File: config.mk
export PLATFORM = sky130hd
export DESIGN_NAME = led_addr_sequencer
export DESIGN_NICKNAME = d
export VERILOG_FILES = /design/src/rtl/led_pkg.sv /design/src/rtl/led_tick_div.sv /design/src/rtl/led_addr_sequencer.sv
export SDC_FILE = /design/constraint.sdc
export NUM_CORES = 1
export LEC_CHECK = 0
export CAP_MARGIN = 0
export CORE_ASPECT_RATIO = 0.5
export CORE_MARGIN = 4
export CORE_UTILIZATION = 55
export CTS_BUF_LIST = sky130_fd_sc_hd__clkbuf_4 sky130_fd_sc_hd__clkbuf_8
export DETAILED_ROUTE_END_ITERATION = 10
export PLACE_DENSITY = 0.81
export SLEW_MARGIN = 0
export SYNTH_ARGS = -nofsm -noshare
export SYNTH_HDL_FRONTEND = slang
export SYNTH_SLANG_ARGS = --single-unit
File: constraint.sdc
create_clock -name clk -period 3.4 [get_ports clk]
set_clock_uncertainty 0.05 [all_clocks]
set_input_delay 0.68 -clock clk [delete_from_list [all_inputs] [get_ports clk]]
set_output_delay 0.68 -clock clk [all_outputs]
set_load 0.05 [all_outputs]
File: src/rtl/led_pkg.sv
// Shared widths, FSM encoding and the address-walk helper for the LED
// pattern address sequencer.
package led_pkg;

   localparam int ADDR_W = 12;
   localparam int LED_W  = 4;

   // Sequencer control states.
   typedef enum logic [1:0] {
      IDLE = 2'd0,
      RUN  = 2'd1,
      HOLD = 2'd2
   } led_state_e;

   // Result of one address step: the new address and the new effective direction.
   typedef struct packed {
      logic [ADDR_W-1:0] addr;
      logic              dir;
   } step_res_t;

   // Computes the address that follows cur for one tick.
   // dir_eff: 0 = ascending, 1 = descending.
   // In wrap mode the effective direction is refreshed from dir_in on every tick,
   // while the move itself uses the direction already latched.
   // In bounce mode the direction flips at a bound. The address then steps back
   // inside the range, unless the range holds a single address.
   function automatic step_res_t next_step(
      input logic [ADDR_W-1:0] lo,
      input logic [ADDR_W-1:0] hi,
      input logic [ADDR_W-1:0] cur,
      input logic              dir_eff,
      input logic              dir_in,
      input logic              bounce
   );
      step_res_t r;
      r.addr = cur;
      r.dir  = dir_eff;
      if (bounce) begin
         if (!dir_eff) begin
            if (cur == hi) begin
               r.dir  = 1'b1;
               r.addr = (lo == hi) ? cur : hi - 1'b1;
            end else begin
               r.addr = cur + 1'b1;
            end
         end else begin
            if (cur == lo) begin
               r.dir  = 1'b0;
               r.addr = (lo == hi) ? cur : lo + 1'b1;
            end else begin
               r.addr = cur - 1'b1;
            end
         end
      end else begin
         r.dir = dir_in;
         if (!dir_eff) begin
            r.addr = (cur == hi) ? lo : cur + 1'b1;
         end else begin
            r.addr = (cur == lo) ? hi : cur - 1'b1;
         end
      end
      return r;
   endfunction

endpackage

File: src/rtl/led_tick_div.sv
// Prescaler for the address sequencer.
// The counter runs 0..TICK_DIV-1 while run is high and holds its value while
// run is low. tick is high in the cycle where the count is TICK_DIV-1; the
// counter wraps to 0 on the following edge. clr wins over run.
module led_tick_div #(
   parameter int unsigned TICK_DIV = 32'd50000000
) (
   input  logic clk,
   input  logic resetn,
   input  logic clr,
   input  logic run,
   output logic tick
);

   localparam logic [31:0] LAST = 32'(TICK_DIV - 32'd1);

   logic [31:0] cnt_q;
   logic [31:0] cnt_d;

   // Next count: clear, wrap at LAST, advance while running, otherwise hold.
   always_comb begin
      cnt_d = cnt_q;
      tick  = 1'b0;
      if (clr) begin
         cnt_d = '0;
      end else if (run) begin
         if (cnt_q == LAST) begin
            cnt_d = '0;
            tick  = 1'b1;
         end else begin
            cnt_d = cnt_q + 32'd1;
         end
      end
   end

   // Count register with synchronous active-low reset.
   always_ff @(posedge clk) begin
      if (!resetn) begin
         cnt_q <= '0;
      end else begin
         cnt_q <= cnt_d;
      end
   end

endmodule

File: src/rtl/led_addr_sequencer.sv
// LED pattern address sequencer.
// The block walks a pattern-ROM address between ADDR_LO and ADDR_HI. It takes
// one step every TICK_DIV clocks, in wrap or bounce mode. It captures the ROM
// word into the LED register two cycles after each step.
//
// Control handshake: start and stop are single-cycle pulses that are sampled on
// the rising edge. stop wins over start and pause in the same cycle. start only
// acts in IDLE. pause is a level signal: RUN moves to HOLD while pause is high.
// step is high for exactly one cycle, and that cycle is the first one that shows
// the new addr.
module led_addr_sequencer
   import led_pkg::*;
#(
   parameter int unsigned       TICK_DIV = 32'd50000000,
   parameter logic [ADDR_W-1:0] ADDR_LO  = 12'h000,
   parameter logic [ADDR_W-1:0] ADDR_HI  = 12'hFFF
) (
   input  logic              clk,
   input  logic              resetn,
   input  logic              start,
   input  logic              stop,
   input  logic              pause,
   input  logic              dir,
   input  logic              bounce,
   input  logic [LED_W-1:0]  rom_data,
   output logic              rom_en,
   output logic [ADDR_W-1:0] addr,
   output logic              step,
   output logic [LED_W-1:0]  led,
   output logic              busy,
   output led_state_e        state_dbg
);

   led_state_e        state_q, state_d;
   logic [ADDR_W-1:0] addr_q, addr_d;
   logic              dir_eff_q, dir_eff_d;
   logic              step_q, step_d;
   // Step delay pipeline. Stage 0 is set at the addr edge, and the ROM samples
   // addr on the next edge. Stage 1 is therefore high while rom_data is valid,
   // and the LED register captures on the edge after that.
   logic [1:0]        dly_q, dly_d;
   logic [LED_W-1:0]  led_q, led_d;

   logic              presc_clr;
   logic              presc_run;
   logic              tick;
   logic              flush;
   step_res_t         nxt;

   led_tick_div #(
      .TICK_DIV (TICK_DIV)
   ) u_tick_div (
      .clk    (clk),
      .resetn (resetn),
      .clr    (presc_clr),
      .run    (presc_run),
      .tick   (tick)
   );

   // The prescaler only advances in RUN, so HOLD freezes the count.
   assign presc_run = (state_q == RUN);

   // Next state, next address and step generation. All defaults are assigned first.
   always_comb begin
      state_d   = state_q;
      addr_d    = addr_q;
      dir_eff_d = dir_eff_q;
      step_d    = 1'b0;
      presc_clr = 1'b0;
      flush     = 1'b0;
      nxt       = next_step(ADDR_LO, ADDR_HI, addr_q, dir_eff_q, dir, bounce);

      unique case (state_q)
         IDLE: begin
            if (start) begin
               state_d   = RUN;
               addr_d    = dir ? ADDR_HI : ADDR_LO;
               dir_eff_d = dir;
               presc_clr = 1'b1;
               step_d    = 1'b1;
            end
         end
         RUN: begin
            if (stop) begin
               state_d = IDLE;
               flush   = 1'b1;
            end else begin
               if (pause) begin
                  state_d = HOLD;
               end
               // A tick that coincides with pause still completes its step.
               if (tick) begin
                  addr_d    = nxt.addr;
                  dir_eff_d = nxt.dir;
                  step_d    = 1'b1;
               end
            end
         end
         HOLD: begin
            if (stop) begin
               state_d = IDLE;
               flush   = 1'b1;
            end else if (!pause) begin
               state_d = RUN;
            end
         end
         default: begin
            state_d = IDLE;
            flush   = 1'b1;
         end
      endcase

      // Aborting returns addr to its idle value and restarts the prescaler.
      if (flush) begin
         addr_d    = ADDR_LO;
         presc_clr = 1'b1;
      end
   end

   // Step delay and LED capture. An abort drops any pending capture and blanks the LEDs.
   always_comb begin
      dly_d = {dly_q[0], step_d};
      led_d = led_q;
      if (dly_q[1]) begin
         led_d = rom_data;
      end
      if (flush) begin
         dly_d = '0;
         led_d = '0;
      end
   end

   // FSM state register.
   always_ff @(posedge clk) begin
      if (!resetn) begin
         state_q <= IDLE;
      end else begin
         state_q <= state_d;
      end
   end

   // Datapath registers: address, effective direction, step pulse, delay stages, LEDs.
   always_ff @(posedge clk) begin
      if (!resetn) begin
         addr_q    <= ADDR_LO;
         dir_eff_q <= 1'b0;
         step_q    <= 1'b0;
         dly_q     <= '0;
         led_q     <= '0;
      end else begin
         addr_q    <= addr_d;
         dir_eff_q <= dir_eff_d;
         step_q    <= step_d;
         dly_q     <= dly_d;
         led_q     <= led_d;
      end
   end

   assign busy      = (state_q != IDLE);
   assign rom_en    = busy;
   assign addr      = addr_q;
   assign step      = step_q;
   assign led       = led_q;
   assign state_dbg = state_q;

endmodule

---- Yosys cells after proc, flatten, opt, wreduce, memory -nomap -nowiden ----
Index checks and enable logic that the tools add are counted.
cells by class
  $add $sub $neg .......................... 3
  equal/unequal tests ..................... 9
  mux-type cells .......................... 36
  bitwise operators ....................... 1
  reductions and logical operators ........ 9
operators with widths
  kind                   count
  $mux 12                9
  $add 32x1->32 const B  1
  $eq 32x26->1 const B   1
  $mux 32                1
  $mux 13                2
  $pmux 12 s2            1
  $mux 1                 14
  $add 12x1->12 const B  1
  $eq 12x12->1 const B   1
  $logic_not 12->1       1
  $sub 12x1->12 const B  1
  $mux 2                 5
  $ne 3x3->1 const B     2
  $pmux 1 s2             3
  $pmux 2 s3             1
  $reduce_or 2->1        3
  $ne 2x2->1 const B     2
  $reduce_and 4->1       1
  $reduce_bool 2->1      2
  $reduce_and 3->1       1
  $eq 2x1->1 const B     1
  $eq 2x2->1 const B     1
  $logic_not 2->1        1
  $ne 2x1->1 const B     1
  $not 1->1              1
word-level totals
  bits in registers ....................... 54
  input port bits ......................... 11
  output and inout port bits .............. 21
  word-level logic and storage cells ...... 65

---- Depth between registers and ports, before layout ----
Gate-level depths: netlist (run 1).
  word-level depth ........................ 8
  depth in mapped cells ................... 10
  depth with buffers taken out ............ 8

---- Cells and area by module ----
A second synthesis (run 1) with hierarchy kept.
second synthesis, totals
  cell total of the unflattened synthesis .. 426
  area, all modules ....................... 3,365.7 µm²
by module, submodules not included
  module              instances  cells an instance  area each (µm²)  seq. area each (µm²)
  led_addr_sequencer  1          245                1,853.0          440.4
  led_tick_div        1          181                1,512.7          640.6

---- Worst setup path before layout (run 1) ----
OpenSTA, ideal clock, no wires.
  kind .................................... register -> register
  start ................................... reg state_q[0] (netlist: state_dbg[0])
  end ..................................... reg state_q[1] (netlist: state_dbg[1])
  setup time .............................. 0.076 ns
  data arrival time ....................... 2.467 ns
  required time ........................... 3.274 ns
  setup slack ............................. 0.807 ns
  cell stages (with the launch flop) ...... 7
  path buffers ............................ 0
  period minus slack after synthesis ...... 2.593 ns
  path through ............................ dfxtp_1 -> inv_1 -> ha_1 -> inv_1 -> o22ai_1 -> or4b_2 -> a21boi_0
on the way
  cells in the longest elaborated chain, start to end .. 3
  elaborated cells between the ends (all ways) .. 8
  classes of those cells .................. eq/ne: 5; mux: 1; reduce/logical: 2
ends and longest elaborated chain
  item                                                       line                       text
  start: declaration                                         led_addr_sequencer.sv:34   led_state_e state_q, state_d;
  start signal: assignment                                   led_addr_sequencer.sv:138  state_q <= state_d;
  $eq 2x2->1 (tied with other cells)                         led_addr_sequencer.sv:73   unique case (state_q)
  $ne 3x3->1 (no source line) or $ne 2x2->1 (tied branches)  n/a
  $reduce_and 3->1 (no source line)                          n/a
Parallel ways exist; a longest one is shown, timed or not.
A chain may end at the register's enable or synchronous reset.

---- Worst setup path in the final report (run 1) ----
  start ................................... reg state_q[0] (netlist: state_dbg[0])
  end ..................................... out rom_en
on the way
  cells in the longest elaborated chain, start to end .. 1
ends and longest elaborated chain
  item               line                       text
  $reduce_bool 2->1  led_addr_sequencer.sv:159  assign busy = (state_q != IDLE);
  end: declaration   led_addr_sequencer.sv:26   output logic rom_en,
No other way between the ends.

==> flow_summary.json, run 1 <==
{
  "outcome": "completed",
  "startpoint_type": "flip-flop",
  "htreeDepth": 2,
  "ys_types": 61,
  "cts_root_buf": "clkbuf_8",
  "reg2regPathDepth": 6,
  "power.density_mw_per_mm2": 501,
  "mostFrequentLayoutCells": "59 x nor2_1, 54 x dfxtp_1, 33 x nand2_1",
  "path_cells": "inv_1, ha_1, inv_1, clkdlybuf4s50_1",
  "start_util_pct": 59.2,
  "synth_fp_nets": 442,
  "synth_xor_area_share_pct": 9.08,
  "port_buffers": 31,
  "async_flop_share_pct": 0,
  "die_w_um": 119,
  "cp_num_cells": 4,
  "layout-drive-gt1-share_pct": 6.58,
  "max_freq_mhz": 353,
  "grt_max_degree": 32,
  "ant_nets": 0,
  "synth-main-ff-cell": "dfxtp_1",
  "ir_drop_mv": 0.226,
  "min_period_over_period_pct": 83.4,
  "vias_per_cell": 6.22,
  "drcViolationCount": 0,
  "synth_top_family_by_area": "simple AND/OR/NAND/NOR gates",
  "nFillCells": 487,
  "ys_warn_count": 0,
  "final_max_slew_viol_count": 0,
  "hold_class": "flip-flop to flip-flop",
  "die_area_mm2": 0.00753,
  "path_max_fanout": 7,
  "critical_path.max_stage_delay_ns": 0.82,
  "multi_input_area_mm2": 0.00212,
  "die-height_um": 63.4,
  "grt_remaining_overflow": 0,
  "areaGrowthSynthToFinish_pct": 12.3,
  "whs_ns": 0.388,
  "crit_slowest_cell": "clkdlybuf4s50_1",
  "worstMarginPinSlew_ns": 0.971,
  "syn_avg_cell_area_um2": 7.98,
  "synth_mux_area_share_pct": 2.96,
  "clockBufferDepth": 2,
  "end_kind": "primary output",
  "regArea_mm2": 0.00108,
  "p_leak_nw": 1.33,
  "grt_pass1_vias": 3038,
  "drt_iter0_drc": 306,
  "total_power_mw": 1.90,
  "drt-met1-wl_um": 3580,
  "layout_min_cycle_time_ns": 2.84,
  "setup_viol": 0,
  "crit_arrival_ns": 2.11,
  "slew-limit-headroom_pct": 34.6,
  "synth_compound_area_share_pct": 17.3,
  "synth-simple-area-share_pct": 30.3,
  "clock_latency_ns": 0.31,
  "vias": 3196,
  "cts_resized": 0,
  "clk_pin_slew_worst_paths_ns": 0.09,
  "routed-wl-met2_um": 4020,
  "cts_setup_buffers": 0,
  "hold_viol_final": 0,
  "routedWlPerCell_um": 16.2,
  "drv_cap": 0,
  "finalSetupTns_ns": 0,
  "dp_hpwl_um": 5930,
  "cts_hold_buf": 0,
  "netlist_instances": 423,
  "hold_depth": 1,
  "path_delay_family": "buffers and inverters",
  "seq_area_frac_synth_pct": 32.0,
  "crit_buf_inv": 3,
  "finalNetCount": 459,
  "rsz0062_at_grt": "false",
  "ys_ff_latch": 54,
  "grt_pass1_wl_um": 14300,
  "routed.top_layer": "met4",
  "synth_edf_count": 0,
  "antenna_found_initial": 0,
  "final_common_cell": "nor2_1",
  "cts_buffers": 5,
  "cts_sinks": 54,
  "syn_area_mm2": 0.00338,
  "synth-adder-area-share_pct": 2.96,
  "crit_type": "flip-flop to primary output",
  "first_pass_iters": 5,
  "num_rows": 19,
  "antennaDiodeCount": 0,
  "worst_ep_required_time_ns": 2.67,
  "grtUsageTotal_pct": 22.4,
  "cts_tree": "done",
  "coreArea_mm2": 0.00571,
  "cpMostUsedCell": "inv_1",
  "top_level_ports": 32,
  "met3_wirelength_um": 596,
  "place.gp.congestion": 0.995,
  "routed_wl_um": 8310
}
[cells in the mapped netlist, drive strengths merged (2+ instances only)]
master,number,share of area (%)
inv,11,1.2
nand2b,5,0.93
a211o,2,0.52
o2111ai,2,0.52
dfxtp,54,32
a211oi,2,0.44
a21boi,2,0.44
clkbuf,13,1.5
nor4b,2,0.52
nand3,30,4.4
o41ai,2,1.1
o31ai,4,1.3
and3,7,1.3
nand4,18,3.5
o21ai,19,2.8
xor2,24,6.2
nor2,59,6.6
o211ai,2,0.44
o22ai,3,0.56
and4,4,1.1
o21a,4,0.89
a21o,2,0.44
ha,8,3.0
xnor2,11,2.9
o221ai,3,0.78
a21oi,19,3.0
buf,13,2.6
nor2b,4,0.74
or4,4,1.1
and2,7,1.3
nor3,7,1.0
nand2,33,3.7
a31oi,7,1.3
nor4,9,2.1
mux2i,10,3.0
or2,2,0.37
or3,3,0.56
[path summary, 6_finish.rpt]
check,startpoint,to,slack (ns)
setup / recovery,state_dbg[0],rom_en,0.56
hold / removal,dly_q[0],dly_q[1],0.39
setup reg to reg,addr[6],addr[6],0.82
hold reg to reg,dly_q[0],dly_q[1],0.39
[stage by stage]
| stage | utilization, % | instances | area (um2) | worst slack [ns] |
|---|---|---|---|---|
| after floorplan | - | 423 | 3380 | 0.807 |
| after global placement | 64.5 | 506 | 3680 | 0.867 |
| after detailed placement | 64.5 | 506 | 3680 | 0.875 |
| after CTS | 66.4 | 514 | 3790 | 0.546 |
| after global routing | 66.4 | 514 | 3790 | 0.459 |
| final | 66.4 | 514 | 3790 | 0.564 |
[state kept, by name, summed over array words and instances (netlist names)]
signal / flops
addr: 12
dir_eff_q: 1
dly_q: 2
led: 4
state_dbg: 2
step: 1
u_tick_div.cnt_q: 32
[report_power, final]
part,total [mW],internal [mW],switching [mW]
logic,0.711,0.253,0.459
clock network,0.438,0.228,0.211
registers,0.751,0.666,0.0851
total,1.90,1.15,0.754
[metal layers]
metal,vias to the layer above,GRT usage [%]
met3,14,4.02
met4,0,7.50
met5,-,0
met1,1493,29.0
li1,1552,-
met2,137,38.1
[cells by family (layout without fill, tap and decap cells)]
group | count (synthesis) | count (layout)
simple gates | 198 | 198
compound gates | 81 | 81
flops | 54 | 54
buf+inv | 37 | 55
xor+xnor | 35 | 35
mux | 10 | 10
fa+ha+maj | 8 | 8
[final cells by class]
cell class | count | area share, %
Multi-Input combinational cell | 332 | 55.8
Sequential cell | 54 | 28.5
Timing Repair Buffer | 36 | 9.17
Tap cell | 73 | 2.41
Clock buffer | 6 | 2.01
Inverter | 11 | 1.09
Clock inverter | 2 | 0.990
(Power assumes the default switching activity.)
==> inputs of run 2 (changes only) <==
--- a/config.mk
+++ b/config.mk
@@ -8,10 +8,10 @@
 export CAP_MARGIN = 0
 export CORE_ASPECT_RATIO = 0.5
 export CORE_MARGIN = 4
-export CORE_UTILIZATION = 55
+export CORE_UTILIZATION = 54
 export CTS_BUF_LIST = sky130_fd_sc_hd__clkbuf_4 sky130_fd_sc_hd__clkbuf_8
 export DETAILED_ROUTE_END_ITERATION = 10
-export PLACE_DENSITY = 0.81
+export PLACE_DENSITY = 0.83
 export SLEW_MARGIN = 0
 export SYNTH_ARGS = -nofsm -noshare
 export SYNTH_HDL_FRONTEND = slang
==> constraint.sdc (replaced) <==
create_clock -name clk -period 2.5 [get_ports clk]
set_clock_uncertainty 0.05 [all_clocks]
set_input_delay 0.5 -clock clk [delete_from_list [all_inputs] [get_ports clk]]
set_output_delay 0.5 -clock clk [all_outputs]
set_load 0.05 [all_outputs]
==> flow_summary.json, run 2 (synthesized netlist as in run 1, its figures left out) <==
{
  "worstMarginPinSlew_ns": 0.579,
  "final_max_slew_viol_count": 0,
  "cts_buffers": 5,
  "drt_iter0_drc": 276,
  "vias_per_cell": 5.94,
  "ir_drop_mv": 0.321,
  "cts_sinks": 54,
  "clockBufferDepth": 2,
  "grt_pass1_wl_um": 14000,
  "routed_wl_um": 8440,
  "whs_ns": 0.386,
  "die_area_mm2": 0.00766,
  "finalSetupTns_ns": 0,
  "routedWlPerCell_um": 15.3,
  "grt_max_degree": 32,
  "antennaDiodeCount": 0,
  "hold_viol_final": 0,
  "met3_wirelength_um": 550,
  "end_kind": "primary output",
  "postLayoutCoreUtil_pct": 65.5,
  "layout_min_cycle_time_ns": 2.34,
  "routed.top_layer": "met4",
  "die_w_um": 120,
  "grtUsageTotal_pct": 21.8,
  "setup_viol": 0,
  "mostFrequentLayoutCells": "59 x nor2_1, 52 x dfxtp_1, 33 x nand2_1",
  "grt_remaining_overflow": 0,
  "first_pass_iters": 5,
  "path_max_fanout": 12,
  "cts_root_buf": "clkbuf_8",
  "min_period_over_period_pct": 93.5,
  "place.gp.congestion": 0.950,
  "clock_latency_ns": 0.30,
  "hold_class": "flip-flop to flip-flop",
  "port_buffers": 31,
  "top_level_ports": 32,
  "worst_ep_required_time_ns": 1.95,
  "top_register": "u_tick_div.cnt_q",
  "crit_arrival_ns": 1.79,
  "grt_pass1_vias": 3057,
  "cts_tree": "done",
  "layout-drive-gt1-share_pct": 12.3,
  "drcViolationCount": 0,
  "start_util_pct": 55.8,
  "htreeDepth": 2,
  "areaGrowthSynthToFinish_pct": 17.4,
  "dp_hpwl_um": 6030,
  "clk_pin_slew_worst_paths_ns": 0.09,
  "crit_type": "flip-flop to primary output",
  "num_rows": 20,
  "coreArea_mm2": 0.00606,
  "slew-limit-headroom_pct": 61.3,
  "cts_resized": 0,
  "p_leak_nw": 1.45,
  "vias": 3285,
  "antenna_found_initial": 0,
  "largest_reg_flops": 32,
  "power.density_mw_per_mm2": 648,
  "drv_cap": 0,
  "startpoint_type": "flip-flop",
  "outcome": "completed",
  "drt-met1-wl_um": 3750,
  "final_common_cell": "nor2_1",
  "routed-wl-met2_um": 3980,
  "die-height_um": 63.9,
  "rsz0062_at_grt": "false",
  "ant_nets": 0,
  "max_freq_mhz": 428,
  "finalNetCount": 483
}
run 2: cell count changes in the layout (fill, tap and decap cells not counted), sizes merged:
cell and delta:
buf +26, clkdlybuf4s50 -2, clkinv +2, bufinv -1, clkinvlp -1
run 2: cell type report:
class	instances	area [um2]
Inverter	11	41.3
Sequential cell	54	1080
Timing Repair Buffer	60	523
Clock buffer	6	76.3
Tap cell	88	110
Fill cell	525	2090
Clock inverter	2	13.8
Multi-Input combinational cell	332	2120
run 2: metal layers:
| metal | track usage [%] | up-vias |
|---|---|---|
| met3 | 3.71 | 17 |
| li1 | - | 1603 |
| met1 | 28.5 | 1552 |
| met4 | 7.28 | 0 |
| met5 | 0 | - |
| met2 | 37.1 | 113 |
run 2: worst paths after layout:
kind | startpoint | endpoint | slack [ns] | cells past startpoint
worst max-delay path | addr[2] | addr[2] | 0.16 | 2
worst min-delay path | dly_q[0] | dly_q[1] | 0.39 | 1
worst max register to register | u_tick_div.cnt_q[0] | dir_eff_q | 0.20 | 8
worst min register to register | dly_q[0] | dly_q[1] | 0.39 | 1
run 2: critical path: stages (launching register included):
cell and delay, ns:
dfxtp_1 0.44, buf_4 0.23, clkdlybuf4s50_1 0.82
run 2: metrics by stage:
step / cell area (um2) / power, mW / setup slack, ns / instances
6_report: 3960 / 2.57 / 0.161 / 553
3_5_place_dp: 3860 / 2.06 / 0.147 / 543
4_1_cts: 3950 / 2.54 / 0.0982 / 551
5_1_grt: 3960 / 2.72 / 0.0351 / 553
3_3_place_gp: 3860 / 2.05 / 0.250 / 543
2_1_floorplan: 3380 / 1.75 / 0.107 / 423
run 2: where the power goes:
| group | internal, mW | switching, mW | total (mW) |
|---|---|---|---|
| sequential | 0.906 | 0.0656 | 0.972 |
| clock | 0.209 | 0.283 | 0.493 |
| combinational | 0.409 | 0.694 | 1.10 |
run 2: what timing repair did:
action                                  4_1_cts  5_1_grt
endpoints found under the setup margin        0       13
hold buffers                                  0        0
setup buffers                                 0        2
